==> config.mk <==
export PLATFORM = sky130hd
export DESIGN_NAME = multiplicator_arbiter
export DESIGN_NICKNAME = d
export VERILOG_FILES = /design/src/rtl/multiplicator_arbiter.sv
export SDC_FILE = /design/constraint.sdc
export NUM_CORES = 1
export LEC_CHECK = 0
export CORE_UTILIZATION = 57
export DETAILED_ROUTE_END_ITERATION = 10
export DONT_BUFFER_PORTS = 1
export MAX_ROUTING_LAYER = met4
export PLACE_DENSITY_LB_ADDON = 0.12
export SETUP_SLACK_MARGIN = 0.1
export SLEW_MARGIN = 40
export SYNTH_ARGS = -nofsm -noshare
export SYNTH_HDL_FRONTEND = slang
export SYNTH_SLANG_ARGS = --single-unit
==> constraint.sdc <==
create_clock -name clock -period 3.1 [get_ports clock]
set_input_delay 0.62 -clock clock [delete_from_list [all_inputs] [get_ports clock]]
set_output_delay 0.62 -clock clock [all_outputs]
set_load 0.03 [all_outputs]
==> src/rtl/multiplicator_arbiter.sv <==
// Round-robin arbiter that shares one external multiplier between N_REQ requesters.
// One operation at a time: grant, start pulse, wait for done (or time out), then respond.
module multiplicator_arbiter #(
    parameter int unsigned N_REQ   = 4,
    parameter int unsigned WIDTH   = 16,
    parameter int unsigned TIMEOUT = 64
) (
    input  logic                   clock,
    input  logic                   reset_in,
    input  logic [N_REQ-1:0]       req_in,
    input  logic [N_REQ*WIDTH-1:0] multiplicand_in,
    input  logic [N_REQ*WIDTH-1:0] multiplier_in,
    output logic [N_REQ-1:0]       grant_out,
    output logic [N_REQ-1:0]       done_out,
    output logic [WIDTH-1:0]       product_out,
    output logic                   overflow_out,
    output logic                   timeout_out,
    output logic [WIDTH-1:0]       mul_multiplicand_out,
    output logic [WIDTH-1:0]       mul_multiplier_out,
    output logic                   mul_start_out,
    output logic                   mul_reset_out,
    input  logic [WIDTH-1:0]       mul_product_in,
    input  logic                   mul_overflow_in,
    input  logic                   mul_done_in
);

    localparam int unsigned IDX_W = $clog2(N_REQ);
    localparam int unsigned CNT_W = $clog2(TIMEOUT + 1);

    typedef enum logic [1:0] {StIdle, StStart, StWait, StRespond} state_e;

    state_e             state_q, state_d;
    logic [N_REQ-1:0]   grant_q, grant_d;
    logic [N_REQ-1:0]   done_q, done_d;
    logic [WIDTH-1:0]   product_q, product_d;
    logic               overflow_q, overflow_d;
    logic               timeout_q, timeout_d;
    logic [WIDTH-1:0]   mul_a_q, mul_a_d;
    logic [WIDTH-1:0]   mul_b_q, mul_b_d;
    logic               mul_start_q, mul_start_d;
    logic               mul_reset_q, mul_reset_d;
    logic [IDX_W-1:0]   last_q, last_d;
    logic [IDX_W-1:0]   owner_q, owner_d;
    logic [CNT_W-1:0]   cnt_q, cnt_d;
    logic [WIDTH-1:0]   res_prod_q, res_prod_d;
    logic               res_ovf_q, res_ovf_d;
    logic               res_to_q, res_to_d;

    logic               found_hi, found_lo;
    logic [IDX_W-1:0]   idx_hi, idx_lo, arb_idx;
    logic [WIDTH-1:0]   sel_a, sel_b;

    // Round-robin pick: lowest requester above last_grant, else wrap to the lowest overall.
    always_comb begin
        found_hi = 1'b0;
        found_lo = 1'b0;
        idx_hi   = '0;
        idx_lo   = '0;
        for (int i = 0; i < int'(N_REQ); i++) begin
            if (req_in[i]) begin
                if (i > int'(last_q)) begin
                    if (!found_hi) begin
                        found_hi = 1'b1;
                        idx_hi   = IDX_W'(i);
                    end
                end else if (!found_lo) begin
                    found_lo = 1'b1;
                    idx_lo   = IDX_W'(i);
                end
            end
        end
        arb_idx = found_hi ? idx_hi : idx_lo;
    end

    always_comb begin
        sel_a = '0;
        sel_b = '0;
        for (int i = 0; i < int'(N_REQ); i++) begin
            if (arb_idx == IDX_W'(i)) begin
                sel_a = multiplicand_in[i*WIDTH +: WIDTH];
                sel_b = multiplier_in[i*WIDTH +: WIDTH];
            end
        end
    end

    always_comb begin
        state_d     = state_q;
        grant_d     = grant_q;
        mul_a_d     = mul_a_q;
        mul_b_d     = mul_b_q;
        last_d      = last_q;
        owner_d     = owner_q;
        cnt_d       = cnt_q;
        res_prod_d  = res_prod_q;
        res_ovf_d   = res_ovf_q;
        res_to_d    = res_to_q;
        // Pulses and result outputs are only ever high for a single cycle.
        done_d      = '0;
        product_d   = '0;
        overflow_d  = 1'b0;
        timeout_d   = 1'b0;
        mul_start_d = 1'b0;
        mul_reset_d = 1'b0;

        unique case (state_q)
            StIdle: begin
                if (|req_in) begin
                    grant_d = {{(N_REQ-1){1'b0}}, 1'b1} << arb_idx;
                    owner_d = arb_idx;
                    mul_a_d = sel_a;
                    mul_b_d = sel_b;
                    state_d = StStart;
                end
            end
            StStart: begin
                mul_start_d = 1'b1;
                cnt_d       = '0;
                state_d     = StWait;
            end
            StWait: begin
                cnt_d = cnt_q + 1'b1;
                // The first WAIT cycle may still see a done left over from the previous job.
                if (cnt_q != '0 && mul_done_in) begin
                    res_prod_d = mul_product_in;
                    res_ovf_d  = mul_overflow_in;
                    res_to_d   = 1'b0;
                    state_d    = StRespond;
                end else if (cnt_q == CNT_W'(TIMEOUT - 1)) begin
                    res_prod_d  = '0;
                    res_ovf_d   = 1'b0;
                    res_to_d    = 1'b1;
                    mul_reset_d = 1'b1;
                    state_d     = StRespond;
                end
            end
            StRespond: begin
                done_d     = grant_q;
                product_d  = res_prod_q;
                overflow_d = res_ovf_q;
                timeout_d  = res_to_q;
                last_d     = owner_q;
                grant_d    = '0;
                mul_a_d    = '0;
                mul_b_d    = '0;
                state_d    = StIdle;
            end
            default: state_d = StIdle;
        endcase
    end

    always_ff @(posedge clock or posedge reset_in) begin
        if (reset_in) begin
            state_q     <= StIdle;
            grant_q     <= '0;
            done_q      <= '0;
            product_q   <= '0;
            overflow_q  <= 1'b0;
            timeout_q   <= 1'b0;
            mul_a_q     <= '0;
            mul_b_q     <= '0;
            mul_start_q <= 1'b0;
            mul_reset_q <= 1'b0;
            last_q      <= IDX_W'(N_REQ - 1);
            owner_q     <= '0;
            cnt_q       <= '0;
            res_prod_q  <= '0;
            res_ovf_q   <= 1'b0;
            res_to_q    <= 1'b0;
        end else begin
            state_q     <= state_d;
            grant_q     <= grant_d;
            done_q      <= done_d;
            product_q   <= product_d;
            overflow_q  <= overflow_d;
            timeout_q   <= timeout_d;
            mul_a_q     <= mul_a_d;
            mul_b_q     <= mul_b_d;
            mul_start_q <= mul_start_d;
            mul_reset_q <= mul_reset_d;
            last_q      <= last_d;
            owner_q     <= owner_d;
            cnt_q       <= cnt_d;
            res_prod_q  <= res_prod_d;
            res_ovf_q   <= res_ovf_d;
            res_to_q    <= res_to_d;
        end
    end

    assign grant_out            = grant_q;
    assign done_out             = done_q;
    assign product_out          = product_q;
    assign overflow_out         = overflow_q;
    assign timeout_out          = timeout_q;
    assign mul_multiplicand_out = mul_a_q;
    assign mul_multiplier_out   = mul_b_q;
    assign mul_start_out        = mul_start_q;
    assign mul_reset_out        = mul_reset_q;

endmodule
# [Word level (Yosys, flattened, before mapping)]
# Cells that the tools add are included.
[word_totals] register_bits=91 romBits=0 mem_bits_rw=0 wordCells=104 input_bits=152 latchBits=0 out_inout_bits=60 memories=0
[op_classes] eq_ne=9 n_bitwise=0 mul=0 muxes=62 div_mod_pow=0 order_cmp=3 addsub=1 n_shift=1 reduce_logical=12
[ops] cell="16-bit two-way mux" count=13
[ops] cell="16-bit one-hot mux with 2 select lines" count=2
[ops] cell="2-bit two-way mux" count=16
[ops] cell="1-bit two-way mux" count=26
[ops] cell="7-bit one-hot mux with 2 select lines" count=1
[ops] cell="2-bit equality test (second input constant)" count=4
[ops] cell="4-bit two-way mux" count=2
[ops] cell="2-bit one-hot mux with 4 select lines" count=1
[ops] cell="4-bit one-hot mux with 2 select lines" count=1
[ops] cell="2-bit AND reduction" count=4
[ops] cell="7-bit by 1-bit adder with 7-bit output (second input constant)" count=1
[ops] cell="7-bit by 6-bit equality test with 1-bit output (second input constant)" count=1
[ops] cell="7-bit nonzero test" count=1
[ops] cell="2-bit nonzero test" count=3
[ops] cell="2-bit by 1-bit equality test with 1-bit output (second input constant)" count=2
[ops] cell="2-bit > comparator (first input constant)" count=2
[ops] cell="2-bit zero test" count=2
[ops] cell="4-bit OR reduction" count=1
[ops] cell="1-bit by 2-bit left shift with 4-bit output (first input constant)" count=1
[ops] cell="3-bit inequality test (second input constant)" count=1
[ops] cell="1-bit by 2-bit > comparator with 1-bit output (first input constant)" count=1
[ops] cell="2-bit inequality test (second input constant)" count=1
[ops] cell="1-bit logical AND" count=1

# [Depth between registers and ports, before layout]
[logic_depth] depth_word=18 depth_mapped=8

# [Worst setup path after synthesis]
# Ideal clock, no wire load.
[synth_timing] path_kind="flip-flop to flip-flop" start="register cnt_q[0]" end="register state_q[1]" path_stages_with_launch=8 t_arrival_ns=1.900 path_buffers=0 path_slack_ns=1.074 t_required_ns=2.975 path_cell_list="dfrtp_1 > inv_1 > ha_1 > or4b_1 > o31a_1 > nand2b_1 > o21a_1 > mux2_4"
[synth_via] elab_chain_cells=4
[synth_rtl] element="start: declaration" line_no="44" rtl="logic [CNT_W-1:0] cnt_q, cnt_d;"
[synth_rtl] element="start signal: assignment" line_no="182" rtl="cnt_q <= cnt_d;"
[synth_rtl] element="7-bit nonzero test" line_no="123" rtl="if (cnt_q != '0 && mul_done_in) begin"
[synth_rtl] element="1-bit logical AND" line_no="123"
[synth_rtl] element="2-bit two-way mux / 3-bit inequality test (equally long branches)"
[synth_rtl] element="2-bit one-hot mux with 4 select lines / 2-bit AND reduction (equally long branches)"
[synth_rtl] element="end signal: assignment" line_no="153" rtl="state_q <= StIdle;"
[synth_rtl] element="end signal: assignment" line_no="170" rtl="state_q <= state_d;"
[synth_rtl] element="end: declaration" line_no="32" rtl="state_e state_q, state_d;"
# Several ways; a longest one is shown, not always the timed one.
# A chain may end at the register's enable or synchronous reset.

# [Worst setup path after layout]
[layout_timing] start="register cnt_q[0]" end="register res_prod_q[9]"
[layout_via] elab_chain_cells=4
[layout_rtl] element="7-bit nonzero test" line_no="123"
[layout_rtl] element="1-bit logical AND" line_no="123"
[layout_rtl] element="2-bit nonzero test (no source line)"
[layout_rtl] element="2-bit AND reduction (no source line)"
[layout_rtl] element="end signal: assignment" line_no="183" rtl="res_prod_q <= res_prod_d;"
[layout_rtl] element="end: declaration" line_no="45" rtl="logic [WIDTH-1:0] res_prod_q, res_prod_d;"
# Several ways; a longest one is shown, not always the timed one.

==> run_results.csv <==
group,metric,value,unit
clocking,clock_path_buffers,2,
timing,slew_headroom,51.7,%
power_and_ir_drop,p_int,2640,µW
job,maxCapViolations,0,
yosys,netlist_instances,366,
final_layout,fin_cells,463,
yosys,synth_top_flop_cell,"dfrtp_1",
global_route,grt_pass1_vias,2729,
placement,gp_congestion,0.803,
yosys,ys_types,40,
timing,worst_slew_pin_slew,0.724,ns
yosys,synth-seq-cells,91,
floorplan,core-area,0.00725,mm²
timing,fin_crit,2.27,ns
setup_path,cp_max_fo,17,
yosys,synth_top_area_share,52.3,%
global_route,grt_max_degree,92,
yosys,yosysMostFrequentCell,"dfrtp_1",
timing,skew,0.0157,ns
yosys,ys_seq_area_share,53.5,%
power_and_ir_drop,switching_power,2060,µW
setup_path,r2r_start,"cnt_q[0]$_DFFE_PP0P_",
setup_path,startpoint_type,"flop",
timing,final_max_slew_viol_count,0,
floorplan,dieArea,0.00782,mm²
power_and_ir_drop,pwr-share-seq,48.8,%
power_and_ir_drop,clock_power_share,15.9,%
power_and_ir_drop,power_density,1040,mW/mm²
global_route,grtUsageTotal,24.3,%
yosys,synthArstFlopShare,100,%
timing,fin_ws,0.826,ns
final_layout,final_layout_size_suffix_gt1_share,9.62,%
clocking,path_clk_slew,0.10,ns
yosys,yosys_warnings,0,
floorplan,rows,31,
route,drtAntennaViolNets,0,
route,vias_per_cell,6.24,
global_route,antenna_found_initial,0,
timing,post-route-period-util,73.4,%
clocking,cts_max_level,3,
timing,finalHoldViolations,0,
worst_hold_path,hp-class,"in2async",
floorplan,fp.dieH,88.5,µm
clocking,postCtsSetupRepairBufs,0,
clocking,clock_sinks,91,
clocking,cts-buffers-inserted,9,
placement,port_buffers,0,
floorplan,io_pins,212,
setup_path,path_class,"reg2reg",
final_layout,nets,517,
final_layout,n_antenna_cell,0,
placement,hpwl,6.60,mm
placement,place_inst,447,
final_layout,fillers,590,
clocking,ctsHoldBuffers,0,
power_and_ir_drop,vdd_drop_max,0.000455,V
floorplan,die_w,88.5,µm
placement,pre_cts_slack,0.838,ns
global_route,grt.overflow.total,0,
outcome,outcome,"complete, no violations",
route,drcViolationCount,0,
clocking,cts_tree,"yes",
route,drt-initial-drc-count,117,
clocking,clk_latency,0.35,ns
floorplan,start_util,58.7,%
route,via_count,2888,
yosys,synth_top_area_cell,"dfrtp_1",
global_route,grt_pass1_wl,13.7,mm
timing,rsz0062_at_grt,"no",
power_and_ir_drop,p_sw_share,43.9,%
final_layout,area_growth_syn_to_layout,6.40,%
clocking,cts.repair.resized,0,
route,drt-wirelength-per-cell,19.9,µm
setup_path,crit_start,"cnt_q[0]$_DFFE_PP0P_",
timing,fmax,0.440,GHz
yosys,synth_nets,524,
power_and_ir_drop,p_comb_share,35.3,%
setup_path,crit_required,3.38,ns
route,drt_wl_total,9.22,mm
clocking,clockRootBuffer,"clkbuf_8",
yosys,synthTopCellsByArea,"dfrtp_1, mux2i_1, o221ai_1, a22o_1, nand2_1",
setup_path,cp-end-kind,"flop",
timing,tns,0,ns
yosys,syn_area,0.00426,mm²
yosys,synth_common_cells,"dfrtp_1, mux2i_1, nand2_1, o221ai_1, and2_1",
route,drt-pass1-iter-count,5,
setup_path,arrival,2.56,ns
yosys,synth_edf_count,0,
power_and_ir_drop,p_leak,0.00217,µW
timing,finalSetupViolCount,0,
yosys,avgSynthCellArea,11.6,µm²
[cells by family after synthesis]
family / count (synthesis) / synth area share, %
simple gates: 90 / 10.4
xor+xnor: 1 / 0.206
compound gates: 77 / 14.3
buf+inv: 34 / 3.88
mux: 67 / 15.9
fa+ha+maj: 6 / 1.76
flops: 91 / 53.5
[metal layers]
layer  part of all wire (%)  vias to the layer above  global-route usage (%)
met3                    7.6                       10                    5.22
met4                    1.6                        0                    9.97
met2                     49                      142                    36.3
met1                     42                     1414                    32.2
li1                       -                     1322                       -
met5                      0                        -                       -
[area by class of cell]
class | instances | area (µm²) | share of cell area (%)
Clock buffer | 9 | 124 | 2.73
Clock inverter | 7 | 57.6 | 1.27
Inverter | 8 | 31.3 | 0.690
Multi-Input combinational cell | 241 | 1830 | 40.4
Sequential cell | 91 | 2280 | 50.3
Tap cell | 99 | 124 | 2.73
Timing Repair Buffer | 8 | 85.1 | 1.88
[power by group through the flow]
| stage | combinational, µW | sequential (µW) | clock (µW) |
|---|---|---|---|
| finish | 1660 | 2290 | 746 |
| global route | 1850 | 2350 | 823 |
| CTS | 1680 | 2300 | 768 |
| detailed placement | 1680 | 2320 | 0 |
| global placement | 1630 | 2310 | 0 |
| floorplan | 1380 | 2220 | 0 |
[final timing paths]
check / endpoint / slack (ns) / cells past startpoint
max in group asynchronous: last_q[1]$_DFFE_PP1P_ / 2.47 / 2
min reg2reg: product_out[9]$_DFF_PP0_ / 0.48 / 1
min: mul_multiplicand_out[13]$_DFFE_PP0P_ / 0.25 / 2
min in group clock: res_prod_q[4]$_DFFE_PP0P_ / 0.40 / 1
max: res_prod_q[9]$_DFFE_PP0P_ / 0.83 / 6
max reg2reg: res_prod_q[9]$_DFFE_PP0P_ / 0.83 / 6
[registers in the layout, summed over array words and instances, names as in the netlist]
signal and count:
cnt_q 7, done_out 4, grant_out 4, last_q 2, mul_multiplicand_out 16, mul_multiplier_out 16, mul_reset_out 1, mul_start_out 1
overflow_out 1, owner_q 2, product_out 16, res_ovf_q 1, res_prod_q 16, res_to_q 1, state_q 2, timeout_out 1
[worst max-delay path: stages (launching register included)]
cell and delay (ns):
dfrtp_1 0.41, inv_1 0.11, ha_1 0.15, or4b_1 0.42, o31a_1 0.29, o21ai_2 0.60, a22o_1 0.23
[per-stage QoR]
stage	area [µm²]	utilization [%]	hold WS (ns)	power (µW)
floorplan	4260	-	0.450	3600
global placement	4350	60.0	0.461	3940
detailed placement	4350	60.0	0.472	4000
CTS	4530	62.5	0.270	4750
global route	4530	62.5	0.287	5030
finish	4530	62.5	0.255	4700
[cell usage in the layout, fill, tap and decap left out, types with 3 or more instances in the layout]
| master | count |
|---|---|
| and2_1 | 22 |
| nand2b_1 | 5 |
| mux2i_1 | 64 |
| a22o_1 | 20 |
| a21oi_1 | 5 |
| inv_1 | 7 |
| o21ai_0 | 10 |
| dfrtp_1 | 89 |
| inv_6 | 3 |
| buf_4 | 6 |
| o221ai_1 | 32 |
| nor2_1 | 6 |
| clkbuf_8 | 9 |
| nand3_1 | 4 |
| nand2_1 | 42 |
| ha_1 | 6 |
No activity file was read; power rests on OpenSTA's default activity.
